### config.mk
export PLATFORM = sky130hd
export DESIGN_NAME = sample_uart_tx
export DESIGN_NICKNAME = d
export VERILOG_FILES = /design/src/rtl/sample_uart_tx.sv
export SDC_FILE = /design/constraint.sdc
export NUM_CORES = 1
export LEC_CHECK = 0
export ABC_AREA = 1
export BUFFER_PORTS_ARGS = -buffer_cell sky130_fd_sc_hd__buf_4
export CAP_MARGIN = 15
export CORE_ASPECT_RATIO = 0.9
export CORE_MARGIN = 3
export CORE_UTILIZATION = 60
export CTS_CLUSTER_SIZE = 14
export DETAILED_ROUTE_END_ITERATION = 10
export GPL_ROUTABILITY_DRIVEN = 0
export PLACE_DENSITY = 0.75
export SETUP_SLACK_MARGIN = 0.2
export SLEW_MARGIN = 40
export SYNTH_ARGS = -nofsm -noshare
export SYNTH_HDL_FRONTEND = slang
export SYNTH_SLANG_ARGS = --single-unit
export TNS_END_PERCENT = 5
### constraint.sdc
create_clock -name clk -period 3.1 [get_ports clk]
set_input_delay 0.62 -clock clk [delete_from_list [all_inputs] [get_ports clk]]
set_output_delay 0.62 -clock clk [all_outputs]
set_load 0.02 [all_outputs]
### src/rtl/sample_uart_tx.sv
// Sample streamer: FIFO-buffered 16-bit words framed as HEADER/MSB/LSB and sent over an 8N1 UART.
// Build option: define SAMPLE_UART_TX_CHECKSUM_EN to append a CHK byte (HEADER ^ MSB ^ LSB) to each frame.
module sample_uart_tx #(
  parameter int unsigned CLK_DIV    = 868,
  parameter int unsigned FIFO_DEPTH = 16,
  parameter logic [7:0]  HEADER     = 8'hA5
) (
  input  logic                         clk,
  input  logic                         rst,
  input  logic [15:0]                  sample_in,
  input  logic                         sample_valid,
  output logic                         uart_tx,
  output logic                         busy,
  output logic                         overflow,
  output logic [$clog2(FIFO_DEPTH):0]  fifo_level
);

  localparam int unsigned PTR_W = $clog2(FIFO_DEPTH);
  localparam int unsigned LVL_W = PTR_W + 1;
  localparam int unsigned CNT_W = $clog2(CLK_DIV);

  localparam logic [CNT_W-1:0] CNT_MAX  = CNT_W'(CLK_DIV - 1);
  localparam logic [LVL_W-1:0] FULL_LVL = LVL_W'(FIFO_DEPTH);
  localparam logic [3:0]       STOP_IDX = 4'd9;

  typedef enum logic [2:0] {
    S_IDLE,
    S_LOAD,
    S_HDR,
    S_MSB,
`ifdef SAMPLE_UART_TX_CHECKSUM_EN
    S_LSB,
    S_CHK
`else
    S_LSB
`endif
  } state_t;

  // ---------------------------------------------------------------------------
  // Sample FIFO
  // ---------------------------------------------------------------------------
  logic [15:0]      mem [FIFO_DEPTH];
  logic [PTR_W-1:0] wr_ptr;
  logic [PTR_W-1:0] rd_ptr;
  logic             full;
  logic             not_empty;
  logic             push;
  logic             pop;
  logic             drop;
  logic [15:0]      rd_data;

  assign full      = (fifo_level == FULL_LVL);
  assign not_empty = (fifo_level != '0);
  // A pop in the same cycle frees a slot, so a full FIFO still accepts the write.
  assign push      = sample_valid && (!full || pop);
  assign drop      = sample_valid && full && !pop;
  assign rd_data   = mem[rd_ptr];

  // NOTE: the storage array has no reset; pointers and level alone define which entries are valid.
  always_ff @(posedge clk) begin
    if (push) begin
      mem[wr_ptr] <= sample_in;
    end
  end

  // NOTE: clocked blocks use <= only, so every flop sees the pre-edge value of every other flop.
  always_ff @(posedge clk) begin
    if (rst) begin
      wr_ptr     <= '0;
      rd_ptr     <= '0;
      fifo_level <= '0;
      overflow   <= 1'b0;
    end else begin
      if (push) wr_ptr <= wr_ptr + 1'b1;
      if (pop)  rd_ptr <= rd_ptr + 1'b1;
      case ({push, pop})
        2'b10:   fifo_level <= fifo_level + 1'b1;
        2'b01:   fifo_level <= fifo_level - 1'b1;
        default: fifo_level <= fifo_level;
      endcase
      if (drop) overflow <= 1'b1;
    end
  end

  // ---------------------------------------------------------------------------
  // Bit engine: start bit, D0..D7, stop bit, each held CLK_DIV cycles
  // ---------------------------------------------------------------------------
  logic             eng_load;
  logic [7:0]       eng_byte;
  logic             eng_active;
  logic [CNT_W-1:0] bit_cnt;
  logic [3:0]       bit_idx;
  logic [8:0]       shreg;
  logic             eng_done;

  assign eng_done = eng_active && (bit_cnt == '0) && (bit_idx == STOP_IDX);

  always_ff @(posedge clk) begin
    if (rst) begin
      uart_tx    <= 1'b1;
      eng_active <= 1'b0;
      bit_cnt    <= '0;
      bit_idx    <= '0;
      shreg      <= '0;
    end else if (eng_load) begin
      // A load on the done cycle starts the next start bit with no idle gap.
      uart_tx    <= 1'b0;
      shreg      <= {1'b1, eng_byte};
      bit_cnt    <= CNT_MAX;
      bit_idx    <= '0;
      eng_active <= 1'b1;
    end else if (eng_active) begin
      if (bit_cnt != '0) begin
        bit_cnt <= bit_cnt - 1'b1;
      end else if (bit_idx == STOP_IDX) begin
        eng_active <= 1'b0;
        uart_tx    <= 1'b1;
      end else begin
        uart_tx <= shreg[0];
        shreg   <= {1'b1, shreg[8:1]};
        bit_idx <= bit_idx + 1'b1;
        bit_cnt <= CNT_MAX;
      end
    end
  end

  // ---------------------------------------------------------------------------
  // Frame sequencer
  // ---------------------------------------------------------------------------
  state_t      state;
  logic [15:0] frame;

  // NOTE: every always_comb output gets a default first, so no path can infer a latch.
  always_comb begin
    eng_load = 1'b0;
    eng_byte = HEADER;
    pop      = 1'b0;
    case (state)
      S_IDLE: pop = not_empty;
      S_LOAD: eng_load = 1'b1;
      S_HDR: begin
        eng_load = eng_done;
        eng_byte = frame[15:8];
      end
      S_MSB: begin
        eng_load = eng_done;
        eng_byte = frame[7:0];
      end
`ifdef SAMPLE_UART_TX_CHECKSUM_EN
      S_LSB: begin
        eng_load = eng_done;
        eng_byte = HEADER ^ frame[15:8] ^ frame[7:0];
      end
      S_CHK: begin
        pop      = eng_done && not_empty;
        eng_load = pop;
      end
`else
      S_LSB: begin
        pop      = eng_done && not_empty;
        eng_load = pop;
      end
`endif
      default: ;
    endcase
  end

  always_ff @(posedge clk) begin
    if (rst) begin
      state <= S_IDLE;
      frame <= '0;
    end else begin
      if (pop) frame <= rd_data;
      case (state)
        S_IDLE: if (pop) state <= S_LOAD;
        S_LOAD: state <= S_HDR;
        S_HDR:  if (eng_done) state <= S_MSB;
        S_MSB:  if (eng_done) state <= S_LSB;
`ifdef SAMPLE_UART_TX_CHECKSUM_EN
        S_LSB:  if (eng_done) state <= S_CHK;
        S_CHK:  if (eng_done) state <= pop ? S_HDR : S_IDLE;
`else
        S_LSB:  if (eng_done) state <= pop ? S_HDR : S_IDLE;
`endif
        default: state <= S_IDLE;
      endcase
    end
  end

  assign busy = (state != S_IDLE) || not_empty;

endmodule

==> impl_metrics.yaml, run 1 <==
routing:
  vias_per_cell: 6.015
  wl_um: 29140
  drtIter0Drc: 1035
  drc: 0
  ant_nets: 0
  firstDrtPassIters: 6
  wl_per_cell_um: 20.22
  routed-via-count: 8667
clocking:
  cts_sinks: 314
  cts-htree-levels: 1
  cts_tree: "yes"
  cts_root_buf: "clkbuf_16"
  clock_latency_ps: 560
  clockBufferDepth: 3
  path_clk_slew_ps: 60
  cts_setup_buffers: 0
  cts_resized: 0
  cts_hold_buf: 0
  cts_inserted_buffers: 30
critical_path:
  r2r_end: "mem[10][3]$_DFFE_PP_"
  end_kind: "primary output"
  required_ps: 2480
  r2r_slack_ps: 560
  r2r_start: "bit_idx[0]$_SDFFE_PP0P_"
  crit_type: "register to primary output"
  setup.worst_path.start_class: "register"
  startpoint: "bit_idx[0]$_SDFFE_PP0P_"
  path_max_fanout: 17
  rr_worst_depth: 12
  crit_end: "busy"
  cp_data_arrival_time_ps: 2150
timing:
  fmax_mhz: 361.0
  fin_crit_sh: 0.8936
  setup-tns-final_ps: 0
  finalHoldViolations: 0
  finalCriticalPeriod_ps: 2770
  worst_slew_pin_slew_ps: 721.0
  setup_viol: 0
  maxSlewHeadroom: 0.5194
  grt_setup_unrepaired: "no"
  drv_slew: 0
  finClkSkew_ps: 11.34
final_layout:
  layout_common_cells: "edfxtp_1 (256), o21ai_0 (173), nor2_1 (153), nand2_1 (97), buf_4 (57)"
  final_util: 0.6860
  syn_to_final_growth_pct: 11.62
  layout_commonest_cell: "edfxtp_1"
  insertedDiodeCount: 0
  drive_gt1_frac: 0.1411
  nets: 1161
grt:
  grt_pass1_vias: 8292
  track_usage: 0.2516
  grt_pass1_wl_um: 45630
  antenna_found_initial: 0
  globalRouteOverflowTotal: 0
  grt_start_max_net_pins: 131
synth:
  synth-edff-count: 256
  synth_seq_cells: 314
  synth_top_flop_cell: "edfxtp_1"
  syn-mean-instance-area_um2: 11.64
  ys_seq_area_frac: 0.6890
  synthesis.area_mm2: 0.01284
  syn_nets: 1132
  synthCells: 1103
  async_flop_share: 0
  netlist-cell-type-count: 42
  yosys_warnings: 0
floorplan:
  core.rowCount: 50
  die_h_um: 144.8
  die_w_um: 160.2
  io-pin-count: 27
  fp.coreArea_mm2: 0.02090
  die_area_mm2: 0.02320
  start_util: 0.6146
power:
  power.density_mw_per_mm2: 808.5
  p_leak_nw: 4.908
  peakVddDrop_uv: 844.4
place:
  io_buffer_count: 26
  hpwl_um: 17780
worst_hold_path:
  hp-class: "primary input to register"
  timing.hold.worst.start: "sample_in[15]"
job:
  cap_violations: 0
outcome:
  status: "complete, no violations"
==> cell usage after synthesis, types with 15 or more instances <==
| master | n | area [µm²] |
|---|---|---|
| o21ai_1 | 15 | 75.07 |
| o221ai_1 | 33 | 289.0 |
| dfxtp_1 | 58 | 1161 |
| nand3_1 | 24 | 120.1 |
| a21oi_1 | 31 | 155.2 |
| edfxtp_1 | 256 | 7687 |
| nor2_1 | 169 | 634.4 |
| inv_1 | 46 | 172.7 |
| o22ai_1 | 38 | 237.7 |
| o21ai_0 | 173 | 865.8 |
| nand2_1 | 97 | 364.1 |
| clkbuf_1 | 36 | 135.1 |
==> report_power, final <==
| group | internal, mW | switching, mW |
|---|---|---|
| sequential | 4.84 | 0.172 |
| combinational | 1.01 | 2.27 |
| clock | 1.80 | 1.50 |
==> registers in the layout, indices dropped and copies added (netlist names), 4 cells and up <==
name	flops
mem	256
frame	16
bit_cnt	10
shreg	9
fifo_level	5
bit_idx	4
rd_ptr	4
wr_ptr	4
==> metal layers <==
metal / vias to the layer above / track usage / wire (µm)
met5: - / 0 / 0
met4: 0 / 0.06256 / 607
met3: 48 / 0.04923 / 2487
met2: 376 / 0.4035 / 13450
met1: 4188 / 0.3623 / 12590
li1: 4055 / - / -
==> layout make-up <==
cell class | count | area [µm²]
Clock buffer | 39 | 794.5
Inverter | 60 | 226.5
Multi-Input combinational cell | 666 | 3527
Clock inverter | 16 | 87.58
Timing Repair Buffer | 60 | 488.0
Sequential cell | 314 | 8853
Fill cell | 1488 | 6560
Tap cell | 286 | 357.8
==> metrics by stage <==
stage	instance area, µm²	total power [mW]	cells	setup slack [ps]	hold slack [ps]
final	14340	11.59	1441	329.8	386.4
after global routing	14340	12.19	1441	217.3	389.9
after CTS	14330	11.58	1441	317.6	368.0
after detailed placement	13440	8.316	1386	598.5	456.0
after global placement	13440	8.234	1386	669.3	449.1
after floorplan	12840	7.441	1103	551.8	434.7
==> kinds of logic (layout without fill, tap and decap cells) <==
kind of cell | count (synthesis) | count (layout) | synth area share
DFF | 314 | 314 | 0.6890
AOI/OAI and AO/OA | 322 | 322 | 0.1477
buffers and inverters | 123 | 175 | 0.04014
adders and majority gates | 10 | 10 | 0.009743
xor gates and xnor gates | 6 | 6 | 0.004092
and+or+nand+nor | 328 | 328 | 0.1093
==> worst min path at each step <==
stage / end / slack [ps] / depth (start not counted)
global route: mem[8][2]$_DFFE_PP_ / 390 / 1
CTS: mem[8][2]$_DFFE_PP_ / 370 / 1
detailed placement: frame[2]$_SDFFE_PP0N_ / 460 / 2
finish: mem[6][15]$_DFFE_PP_ / 390 / 1
global placement: frame[2]$_SDFFE_PP0N_ / 450 / 2
floorplan: frame[2]$_SDFFE_PP0N_ / 430 / 2
==> worst max-delay path, stage by stage (launching register included) <==
cell and delay (ps):
dfxtp_1 390, ha_1 170, nand3b_1 150, nor3_4 270
nand3_2 170, nand2_8 160, inv_2 50, nand2_1 90
buf_4 150
Note: power is estimated with default switching activity, not from simulation.
==> run 2: changes to the inputs <==
- clock period: 3.1 -> 3 ns (I/O delays scaled with it)
==> impl_metrics.yaml, run 2 (synthesis results as in run 1) <==
final_layout:
  largest_register_ffs: 256
  layout_common_cells: "edfxtp_1 (256), o21ai_0 (173), nor2_1 (153), nand2_1 (97), buf_4 (61)"
  nets: 1169
  fin_area_mm2: 0.01451
  fillers: 1498
  reg.largest.list: "mem (256), frame (16), bit_cnt (10)"
  insertedDiodeCount: 0
  drive_gt1_frac: 0.1478
  max_flop_register: "mem"
  syn_to_final_growth_pct: 13.02
  layout_commonest_cell: "edfxtp_1"
routing:
  vias_per_cell: 6.035
  wl_um: 28980
  routed-via-count: 8751
  firstDrtPassIters: 5
  wl_per_cell_um: 19.98
  drtIter0Drc: 914
  ant_nets: 0
  drc: 0
timing:
  grt_setup_unrepaired: "no"
  fin_crit_sh: 0.8808
  finalHoldViolations: 0
  worst_slew_pin_slew_ps: 818.0
  finalCriticalPeriod_ps: 2642
  finClkSkew_ps: 10.88
  setup_viol: 0
  fmax_mhz: 378.4
  drv_slew: 0
  maxSlewHeadroom: 0.4541
  setup-tns-final_ps: 0
clocking:
  cts-htree-levels: 1
  clock_latency_ps: 550
  clockBufferDepth: 3
  cts_root_buf: "clkbuf_16"
  cts_sinks: 314
  cts_tree: "yes"
  path_clk_slew_ps: 60
  cts_inserted_buffers: 30
  cts_hold_buf: 0
floorplan:
  fp.coreArea_mm2: 0.02090
  core.rowCount: 50
  die_area_mm2: 0.02320
  io-pin-count: 27
  start_util: 0.6146
  die_h_um: 144.8
  die_w_um: 160.2
power:
  peakVddDrop_uv: 649.2
  pwr-share-comb: 0.280
  p_sw_frac: 0.3312
  p_clk_frac: 0.298
  power.density_mw_per_mm2: 843.8
  switchingPower_mw: 4.056
  p_leak_nw: 4.987
  pwr-share-seq: 0.422
  intPower_mw: 8.192
grt:
  antenna_found_initial: 0
  track_usage: 0.2497
  globalRouteOverflowTotal: 0
  grt_pass1_vias: 8175
  grt_pass1_wl_um: 45050
  grt_start_max_net_pins: 131
place:
  hpwl_um: 17500
  io_buffer_count: 26
  place_area_mm2: 0.01354
critical_path:
  path_max_fanout: 6
  end_kind: "primary output"
  r2r_slack_ps: 420
  rr_worst_depth: 14
  cp_data_arrival_time_ps: 2040
  r2r_start: "bit_idx[1]$_SDFFE_PP0P_"
  crit_end: "busy"
  r2r_end: "mem[4][0]$_DFFE_PP_"
  required_ps: 2400
  setup.worst_path.start_class: "register"
  startpoint: "bit_idx[1]$_SDFFE_PP0P_"
  crit_type: "register to primary output"
outcome:
  status: "complete, no violations"
job:
  cap_violations: 0
worst_hold_path:
  hp-class: "primary input to register"
run 2: area by class of cell:
type | count | area, µm² | share of cell area
Sequential cell | 314 | 8855 | 0.6101
Multi-Input combinational cell | 666 | 3518 | 0.2424
Clock buffer | 41 | 843.3 | 0.05810
Timing Repair Buffer | 68 | 598.1 | 0.04121
Tap cell | 286 | 357.8 | 0.02466
Inverter | 60 | 226.5 | 0.01560
Clock inverter | 15 | 115.1 | 0.007931
run 2: how the worst min path moves through the flow:
stage	to	from	cells after the start	slack, ps
finish	mem[5][2]$_DFFE_PP_	sample_in[2]	1	350
global route	mem[3][2]$_DFFE_PP_	sample_in[2]	1	360
CTS	mem[5][2]$_DFFE_PP_	sample_in[2]	1	350
detailed placement	shreg[2]$_SDFFE_PP0P_	shreg[2]$_SDFFE_PP0P_	2	460
global placement	frame[3]$_SDFFE_PP0N_	frame[3]$_SDFFE_PP0N_	2	440
floorplan	frame[2]$_SDFFE_PP0N_	frame[2]$_SDFFE_PP0N_	2	430
run 2: worst max-delay path, cell delays in order, from the launching register on:
cell and delay, ps:
dfxtp_1 330, inv_1 70, ha_1 140, nand3b_1 130
nor3_4 260, nand3_2 130, nand2_4 100, inv_2 80
nand2_1 100, buf_4 150
run 2: timing repair:
item,CTS,global route
gates resized for setup,0,1
cloned,0,0
setup endpoints to repair,1,1
setup buffers,2,0
endpoints found under the hold margin,0,0
pin swaps,1,1
run 2: through the flow:
step	hold WS [ps]	total power, mW	worst slack, ps	std cells	utilization
6_report	350.1	12.25	357.5	1450	0.6946
5_1_grt	356.3	12.86	208.2	1450	0.6946
4_1_cts	345.3	12.26	300.9	1450	0.6946
3_5_place_dp	458.9	8.610	391.0	1392	0.6480
3_3_place_gp	443.1	8.527	495.8	1392	0.6480
2_1_floorplan	434.7	7.689	451.8	1103	-
run 2: power groups by stage:
| stage | logic (mW) | registers (mW) | clock network, mW |
|---|---|---|---|
| final | 3.43 | 5.17 | 3.64 |
| after global routing | 3.79 | 5.20 | 3.86 |
| after CTS | 3.41 | 5.17 | 3.68 |
| after detailed placement | 3.35 | 5.26 | 0 |
| after global placement | 3.28 | 5.25 | 0 |
| after floorplan | 2.44 | 5.25 | 0 |
run 2: layer usage:
metal  track usage  routed length, µm
met1        0.3610              12460
met2        0.4042              13470
met3       0.03529               2251
met4       0.07260                787
met5             0                  0
